[src/rtl/ifetch_stage.sv]
// ifetch_stage -- instruction fetch stage feeding decode.
//   Owns the 64-bit PC, issues word fetches to instruction memory, buffers the
//   in-order responses tagged with their PC, and hands {instr, pc} to decode
//   over valid/ready. Branch redirects flush the buffer and drop wrong-path
//   responses still in flight.
// Ports:
//   clk, rst                          clock, synchronous active-high reset
//   imem_req_valid/ready, imem_addr   fetch request channel (addr held while stalled)
//   imem_resp_valid, imem_resp_data   in-order fetch responses, latency >= 1
//   dec_valid/ready, dec_instr/pc     instruction + PC to decode
//   redirect_valid, redirect_pc       taken branch: flush and refetch from target
//   stall_cycles                      cycles without dec_valid (counter only built
//                                     when IFETCH_STALL_CNT_EN is defined, else 0)

// ifetch_fifo: small synchronous FIFO with head read directly from registers.
// Latency: push visible at head the cycle after the write edge.
// Backpressure: none internally; callers keep push/pop within count (flush beats both).
module ifetch_fifo #(
  parameter int WIDTH = 32,
  parameter int DEPTH = 2
) (
  input  logic                     clk,
  input  logic                     rst,
  input  logic                     flush,
  input  logic                     push,
  input  logic [WIDTH-1:0]         pushData,
  input  logic                     pop,
  output logic [WIDTH-1:0]         headData,
  output logic [$clog2(DEPTH):0]   count
);
  localparam int AW = $clog2(DEPTH);
  localparam int CW = AW + 1;

  logic [WIDTH-1:0] mem [DEPTH];
  logic [AW-1:0]    rdPtr;
  logic [AW-1:0]    wrPtr;

  // Storage carries no reset; only pointers and count define occupancy.
  always_ff @(posedge clk) begin
    if (push && !flush) begin
      mem[wrPtr] <= pushData;
    end
  end

  // Push and pop on a full FIFO both land: the write targets the slot being
  // read out this cycle, so count stays put and no data is lost.
  always_ff @(posedge clk) begin
    if (rst || flush) begin
      rdPtr <= '0;
      wrPtr <= '0;
      count <= '0;
    end else begin
      if (push) begin
        wrPtr <= wrPtr + AW'(1);
      end
      if (pop) begin
        rdPtr <= rdPtr + AW'(1);
      end
      count <= count + CW'(push) - CW'(pop);
    end
  end

  assign headData = mem[rdPtr];
endmodule

// ifetch_stage: PC owner, fetch request issue, response buffering to decode.
// Latency: >= 2 cycles from request to dec_valid (request + memory + buffer write).
// Backpressure: requests gated by credits (outstanding + buffered < FIFO_DEPTH); dec head holds while !dec_ready.
module ifetch_stage #(
  parameter logic [63:0] RESET_PC   = 64'h0,
  parameter int          FIFO_DEPTH = 2
) (
  input  logic        clk,
  input  logic        rst,
  output logic        imem_req_valid,
  input  logic        imem_req_ready,
  output logic [63:0] imem_addr,
  input  logic        imem_resp_valid,
  input  logic [31:0] imem_resp_data,
  output logic        dec_valid,
  input  logic        dec_ready,
  output logic [31:0] dec_instr,
  output logic [63:0] dec_pc,
  input  logic        redirect_valid,
  input  logic [63:0] redirect_pc,
  output logic [31:0] stall_cycles
);
  localparam int CW = $clog2(FIFO_DEPTH) + 1;
  localparam int IW = CW + 1;

  typedef enum logic {
    RUN   = 1'b0,
    DRAIN = 1'b1
  } state_t;

  state_t        state;
  logic [63:0]   pc;
  logic [CW-1:0] outstanding;
  logic [CW-1:0] dropCnt;
  logic [CW-1:0] dropNext;
  logic [CW-1:0] fifoCount;
  logic [CW-1:0] tagCount;
  logic [IW-1:0] inUse;
  logic [63:0]   tagHead;
  logic [95:0]   fifoHead;
  logic          reqFire;
  logic          respKeep;
  logic          decPop;

  // Every in-flight request already owns a buffer slot, so the FIFO cannot overflow.
  assign inUse          = {1'b0, outstanding} + {1'b0, fifoCount};
  assign imem_req_valid = !rst && (state == RUN) && (inUse < IW'(FIFO_DEPTH)) && !redirect_valid;
  assign imem_addr      = pc;
  assign reqFire        = imem_req_valid && imem_req_ready;

  // A response is kept only when nothing is left to drop; wrong-path
  // responses never had a live tag since the redirect flushed the tag queue.
  assign respKeep = imem_resp_valid && (dropCnt == '0) && (tagCount != '0) && !redirect_valid;
  assign decPop   = dec_valid && dec_ready;

  // On redirect every request still outstanding after this cycle's response
  // is wrong-path; in DRAIN that number already equals dropCnt.
  always_comb begin
    dropNext = dropCnt;
    if (redirect_valid) begin
      dropNext = outstanding - CW'(imem_resp_valid);
    end else if (imem_resp_valid && (dropCnt != '0)) begin
      dropNext = dropCnt - CW'(1);
    end
  end

  always_ff @(posedge clk) begin
    if (rst) begin
      state       <= RUN;
      pc          <= RESET_PC;
      outstanding <= '0;
      dropCnt     <= '0;
    end else begin
      outstanding <= outstanding + CW'(reqFire) - CW'(imem_resp_valid);
      dropCnt     <= dropNext;
      state       <= (dropNext != '0) ? DRAIN : RUN;
      if (redirect_valid) begin
        pc <= redirect_pc & ~64'h3;
      end else if (reqFire) begin
        pc <= pc + 64'd4;
      end
    end
  end

  // PC of each accepted request, consumed in order as kept responses return.
  ifetch_fifo #(
    .WIDTH(64),
    .DEPTH(FIFO_DEPTH)
  ) tagQueue (
    .clk      (clk),
    .rst      (rst),
    .flush    (redirect_valid),
    .push     (reqFire),
    .pushData (pc),
    .pop      (respKeep),
    .headData (tagHead),
    .count    (tagCount)
  );

  ifetch_fifo #(
    .WIDTH(96),
    .DEPTH(FIFO_DEPTH)
  ) instrQueue (
    .clk      (clk),
    .rst      (rst),
    .flush    (redirect_valid),
    .push     (respKeep),
    .pushData ({imem_resp_data, tagHead}),
    .pop      (decPop),
    .headData (fifoHead),
    .count    (fifoCount)
  );

  assign dec_valid = (fifoCount != '0);
  assign dec_instr = fifoHead[95:64];
  assign dec_pc    = fifoHead[63:0];

`ifdef IFETCH_STALL_CNT_EN
  logic [31:0] stallCnt;

  always_ff @(posedge clk) begin
    if (rst) begin
      stallCnt <= '0;
    end else if (!dec_valid && (stallCnt != 32'hFFFF_FFFF)) begin
      stallCnt <= stallCnt + 32'd1;
    end
  end

  assign stall_cycles = stallCnt;
`else
  assign stall_cycles = 32'h0;
`endif
endmodule
[config.mk]
export PLATFORM = sky130hd
export DESIGN_NAME = ifetch_stage
export DESIGN_NICKNAME = d
export VERILOG_FILES = /design/src/rtl/ifetch_stage.sv
export SDC_FILE = /design/constraint.sdc
export NUM_CORES = 1
export LEC_CHECK = 0
export ABC_CLOCK_PERIOD_IN_PS = 19100
export CORE_UTILIZATION = 55
export DETAILED_ROUTE_END_ITERATION = 12
export PLACE_DENSITY_LB_ADDON = 0.25
export SYNTH_ARGS = -nofsm -noshare
export SYNTH_HDL_FRONTEND = slang
export SYNTH_SLANG_ARGS = --single-unit
[constraint.sdc]
create_clock -name clk -period 19.1 [get_ports clk]
set_input_delay 3.82 -clock clk [delete_from_list [all_inputs] [get_ports clk]]
set_output_delay 3.82 -clock clk [all_outputs]
set_load 0.02 [all_outputs]
Word-level counts from Yosys, hierarchy flattened:

Memories as Yosys holds them, arrays and structs flattened. A register that Yosys moved wholly into a read port is not among the register bits.
Cells that the tools add are included.

* memory bits (writable): 320
* input port bits: 102
* register bits after elaboration: 77
* logic and storage cells: 63
* memories: 2
* output and inout bits: 194

* $add $sub $neg: 14
* bitwise operators: 1
* muxes and demuxes: 13
* order comparisons: 1
* reduce and logical (&&, ||, !) cells: 21

Memory list
* instrQueue.mem: words 2, width 96, rd ports 1, clocked after Yosys merged registers in 1, write ports 1, line 34 `logic [WIDTH-1:0] mem [DEPTH];`
* tagQueue.mem: words 2, width 64, rd ports 1, clocked after Yosys merged registers in 1, write ports 1, line 34

Operators by type and width (count)
* $mux 64: 2
* $add 64x3->64 const B: 1
* $logic_and 1x1->1: 11
* $reduce_bool 2->1: 5
* $mux 1: 9
* $sub 2x1->2: 4
* $add 2x1->2: 3
* $add 1x1->1 const B: 4
* $mux 2: 2
* $add 2x2->3: 1
* $lt 3x2->1 const B: 1
* $logic_not 1->1: 2
* $logic_not 2->1: 1
* $reduce_or 2->1: 1
* $sub 2x1->2 const B: 1
* $logic_or 1x1->1: 1
* $not 1->1: 1

Logic depth before layout (Yosys ltp):

* depth after elaboration: 8
* mapped depth: 11
* mapped depth without buffers: 11

By module:

A second synthesis with hierarchy kept.

* cell total of the unflattened synthesis: 1109
* area, all modules: 16947.5 um^2

Modules (own cells, without submodules)
* ifetch_fifo at instrQueue: instances 1, cells an instance 318, seq. area each 5865.6 um^2, area each 7344.5 um^2
* ifetch_fifo at tagQueue: instances 1, cells an instance 218, seq. area each 3943.8 um^2, area each 5137.4 um^2
* ifetch_stage: instances 1, cells an instance 573, seq. area each 1341.3 um^2, area each 4465.5 um^2

Least setup slack after synthesis:

Ideal clock, no wire load.

* kind: input port to flip-flop
* start: input port imem_req_ready
* end: memory tagQueue.mem[0][10], enable pin
* arrival: 8.882 ns
* setup slack: 9.660 ns
* library setup time: 0.558 ns
* path buffers: 1
* stages on the path: 4
* data required time: 18.542 ns
* cells stage by stage: nor4b_2 -> nand2_1 -> clkbuf_1 -> nor3_1

* longest elaborated chain between the ends: 4

RTL lines
* start: declaration: line 76 `input logic imem_req_ready,`
* $logic_and 1x1->1: line 114 `assign reqFire = imem_req_valid && imem_req_ready;`
* $logic_and 1x1->1: line 40 `if (push && !flush) begin`
* $mux 1: line 40
* $mux 1 (not written as such): line 41 `mem[wrPtr] <= pushData;`
* end: declaration: line 34

Every way passes these cells.

Final worst setup path:

* start: input port rst
* end: output port imem_req_valid

* longest elaborated chain between the ends: 4

RTL lines
* start: declaration: line 74 `input logic rst,`
* $logic_not 1->1: line 112 `assign imem_req_valid = !rst && (state == RUN) && (inUse < IW'(FIFO_DEPTH)) && !redirect_valid;`
* $logic_and 1x1->1 (3 in series): line 112
* end: declaration: line 75 `output logic imem_req_valid,`

Every way passes these cells.

==> out/results.tsv <==
stage	metric	value	unit
cells_and_area	multi_input_area	5020	sq um
sta	hold_viol	0	
clocking	clock_path_buffers	3	
die	ios	296	
logic_synthesis	synth_cells	1155	
routing	drtAntennaViolNets	0	
logic_synthesis	async_reset_ff_share	0	%
sta	clock_skew	0.0134	ns
die	die_w	174	microns
global_route	grt_pass1_wl	59900	microns
clocking	cts_setup_buffers	0	
critical_path	crit_start	rst	
routing	via_count	10818	
global_route	overflow	0	
cells_and_area	final_util	71.0	%
clocking	cts_tree	yes	
routing	wirelength	39200	microns
routing	first_iter_violations	948	
routing	drt-met1-wl	16600	microns
sta	fin_crit	9.55	ns
clocking	postCtsHoldBufs	0	
job	cap_violations	0	
logic_synthesis	synthTopCellsByCount	edfxtp_1 (312), mux2_2 (160), dfxtp_1 (77)	
critical_path	crit_type	primary input to primary output	
place	dp_hpwl	25200	microns
critical_path	cpMaxStageDelayCell	clkdlybuf4s50_1	
critical_path	cp_cell_sequence	buf_2 > buf_4 > or2_2 > nor4_1 > clkdlybuf4s50_1	
min_path	min_from	tagQueue.rdPtr$_SDFFE_PP0P_	
critical_path	setup.worst_path.end_class	primary output	
logic_synthesis	synth.distinct_cells	58	
status	outcome	completed	
power_and_ir_drop	powerDensity	91.9	nW/um^2
global_route	antenna_found_initial	3	
logic_synthesis	synth_edf_count	312	
critical_path	cp_max_fo	67	
logic_synthesis	ys_seq_elements	389	
clocking	clock_latency	0.53	ns
routing	top_layer	met4	
logic_synthesis	ys_seq_area_share	66.9	%
clocking	cts_root_buf	clkbuf_16	
critical_path	cp_data_required_time	15.28	ns
sta	timing.setup.tns	0	ns
critical_path	cpLargestDelayFamily	buffers and inverters	
die	std_cell_rows	62	
critical_path	r2r_start	outstanding[0]$_SDFF_PP0_	
routing	wl_met3	2860	microns
logic_synthesis	yosys.area.top_type	edfxtp_1	
die	start_util	56.3	%
clocking	cts_buffers	40	
sta	relSlewSlack	20.8	%
cells_and_area	layout.nets	1528	
die	fp.dieH	174	microns
power_and_ir_drop	p_leak	6.76	nW
clocking	htreeDepth	2	
min_path	hp-class	flip-flop to flip-flop	
logic_synthesis	yosys_warnings	0	
die	die_area	30300	sq um
routing	drc	0	
global_route	grtUsageTotal	25.8	%
logic_synthesis	synth_area_leaders	edfxtp_1 (57%), mux2_2 (11%), dfxtp_1 (9.5%)	
sta	max_freq	105	MHz
cells_and_area	seqCellArea	10900	sq um
logic_synthesis	ys.flop_type	edfxtp_1	
global_route	grt_max_degree	70	
sta	maxSlewViolCount	0	
place	io_buffers	257	
clocking	cts.sinks	389	
sta	setup_viol	0	
critical_path	slowest_delay	0.67	ns
logic_synthesis	syn-cell-area	16300	sq um
critical_path	crit_buf_inv	3	
routing	viasPerCell	5.90	
logic_synthesis	syn_area_per_cell	14.1	sq um
clocking	clkSlewWorstSetupHoldPaths	0.06	ns
routing	wl_per_cell	21.4	microns
critical_path	crit_arrival	5.73	ns
sta	tightest_slew	1.19	ns
cells_and_area	nFillCells	1939	
cells_and_area	syn2layout_area_growth	26.0	%
sta	rsz0062_at_grt	false	
power_and_ir_drop	ir_drop	0.0706	mV
die	core-area	28900	sq um
routing	met2WireLength	18600	microns
cells_and_area	drive_above_1_share	18.0	%
logic_synthesis	synth_most_common_cell	edfxtp_1	
critical_path	cp-start-kind	primary input	
clocking	post_cts_resized	0	
sta	finalCritPeriodShare	50.0	%
global_route	grt_pass1_vias	10485	
place	routabilityCongestion	0.891	
routing	dr.pass1.iters	5	
logic_synthesis	yosysTopAreaCellShare	57.5	%
==> area by class of cell <==
class	count	area share, %
sequential	389	53.1
clock buffer	48	5.27
antenna	3	0.0366
inverter	14	0.256
clock inverter	25	1.55
timing repair buffer	270	13.0
tap	384	2.34
multi-input combinational	701	24.4
==> cells in the final DEF (no fill, tap or decap), types with 5 or more instances in the layout <==
cell             Yosys  routed
o21ai_0              8       8
clkinv_1             1       6
and3_1              23      22
mux2i_1              8       8
bufinv_16            0       7
xor2_1               9       9
or4_1               15      15
nor4_1              29      29
a211oi_1            17      17
conb_1               1      36
or2_2                9       9
and2_1               8       7
clkinv_2             0       5
mux2_2             160     160
a31oi_1             12      12
clkdlybuf4s50_1      0     255
ha_1                 9       9
o311ai_0             7       7
xnor2_1             22      22
a21oi_1             31      31
inv_1               13      12
dfxtp_1             77      75
nand2_1             73      73
nor2_1              54      53
buf_4               36      13
nand4_1             33      33
o211ai_1             9       9
edfxtp_1           312     312
nand3_1             46      46
clkbuf_16            0      41
nor3_1              23      22
a311oi_1             5       5
or3_1               14      14
==> worst reg2reg max path, cell delays in order (launching register included) <==
cell and delay [ns]:
dfxtp_1 0.32, and2_1 0.17, fa_1 0.48, nor4b_2 0.26, buf_4 0.32, nand2_1 0.12, clkinv_1 0.54, nand4_1 0.37
or4_1 0.50, a31oi_1 0.17
==> stage by stage <==
stage | hold WS, ns | std cells | total power [mW] | setup slack (ns) | area (sq um)
after floorplan | 0.472 | 1190 | 1.03 | 9.66 | 16400
after global placement | 0.486 | 1758 | 1.08 | 9.53 | 19100
after detailed placement | 0.490 | 1758 | 1.09 | 9.57 | 19100
after CTS | 0.517 | 1831 | 1.90 | 9.55 | 20500
after global routing | 0.531 | 1834 | 1.95 | 9.42 | 20500
final | 0.517 | 1834 | 1.89 | 9.55 | 20500
==> kinds of logic after synthesis <==
family / Yosys count / share of synthesized area, %
AOI/OAI and AO/OA: 110 / 4.55
xor gates and xnor gates: 31 / 1.67
adders and majority gates: 10 / 0.814
buffers and inverters: 100 / 3.16
DFF: 389 / 66.9
muxes: 168 / 11.5
other: 1 / 0.0230
and+or+nand+nor: 346 / 11.3
==> path summary, 6_finish.rpt <==
kind	to	slack, ns	cells past startpoint
max	imem_req_valid	9.55	5
min	flip-flop	0.52	2
max reg2reg	imem_addr[35]$_SDFFE_PP0P_	15.78	9
min reg2reg	flip-flop	0.52	2
==> power by group <==
part / internal (mW) / switching, mW / leakage [nW]
logic: 0.0537 / 0.0623 / 2.63
clock network: 0.501 / 0.317 / 0.676
registers: 0.928 / 0.0259 / 3.46
total: 1.48 / 0.405 / 6.76
==> sequential cells by signal, summed over array words and instances (netlist names), 2 cells and up, named ones only <==
signal	cells
tagQueue.count	2
instrQueue.count	2
instrQueue.mem	188
tagQueue.mem	124
outstanding	2
dropCnt	2
imem_addr	62
==> metal layers <==
layer  track usage (%)  vias to the layer above
met5                 0                        -
li1                  -                     4917
met1              35.5                     5317
met4              10.1                        0
met3              4.29                       93
met2              41.2                      491
No activity file was read; power rests on OpenSTA's default activity.
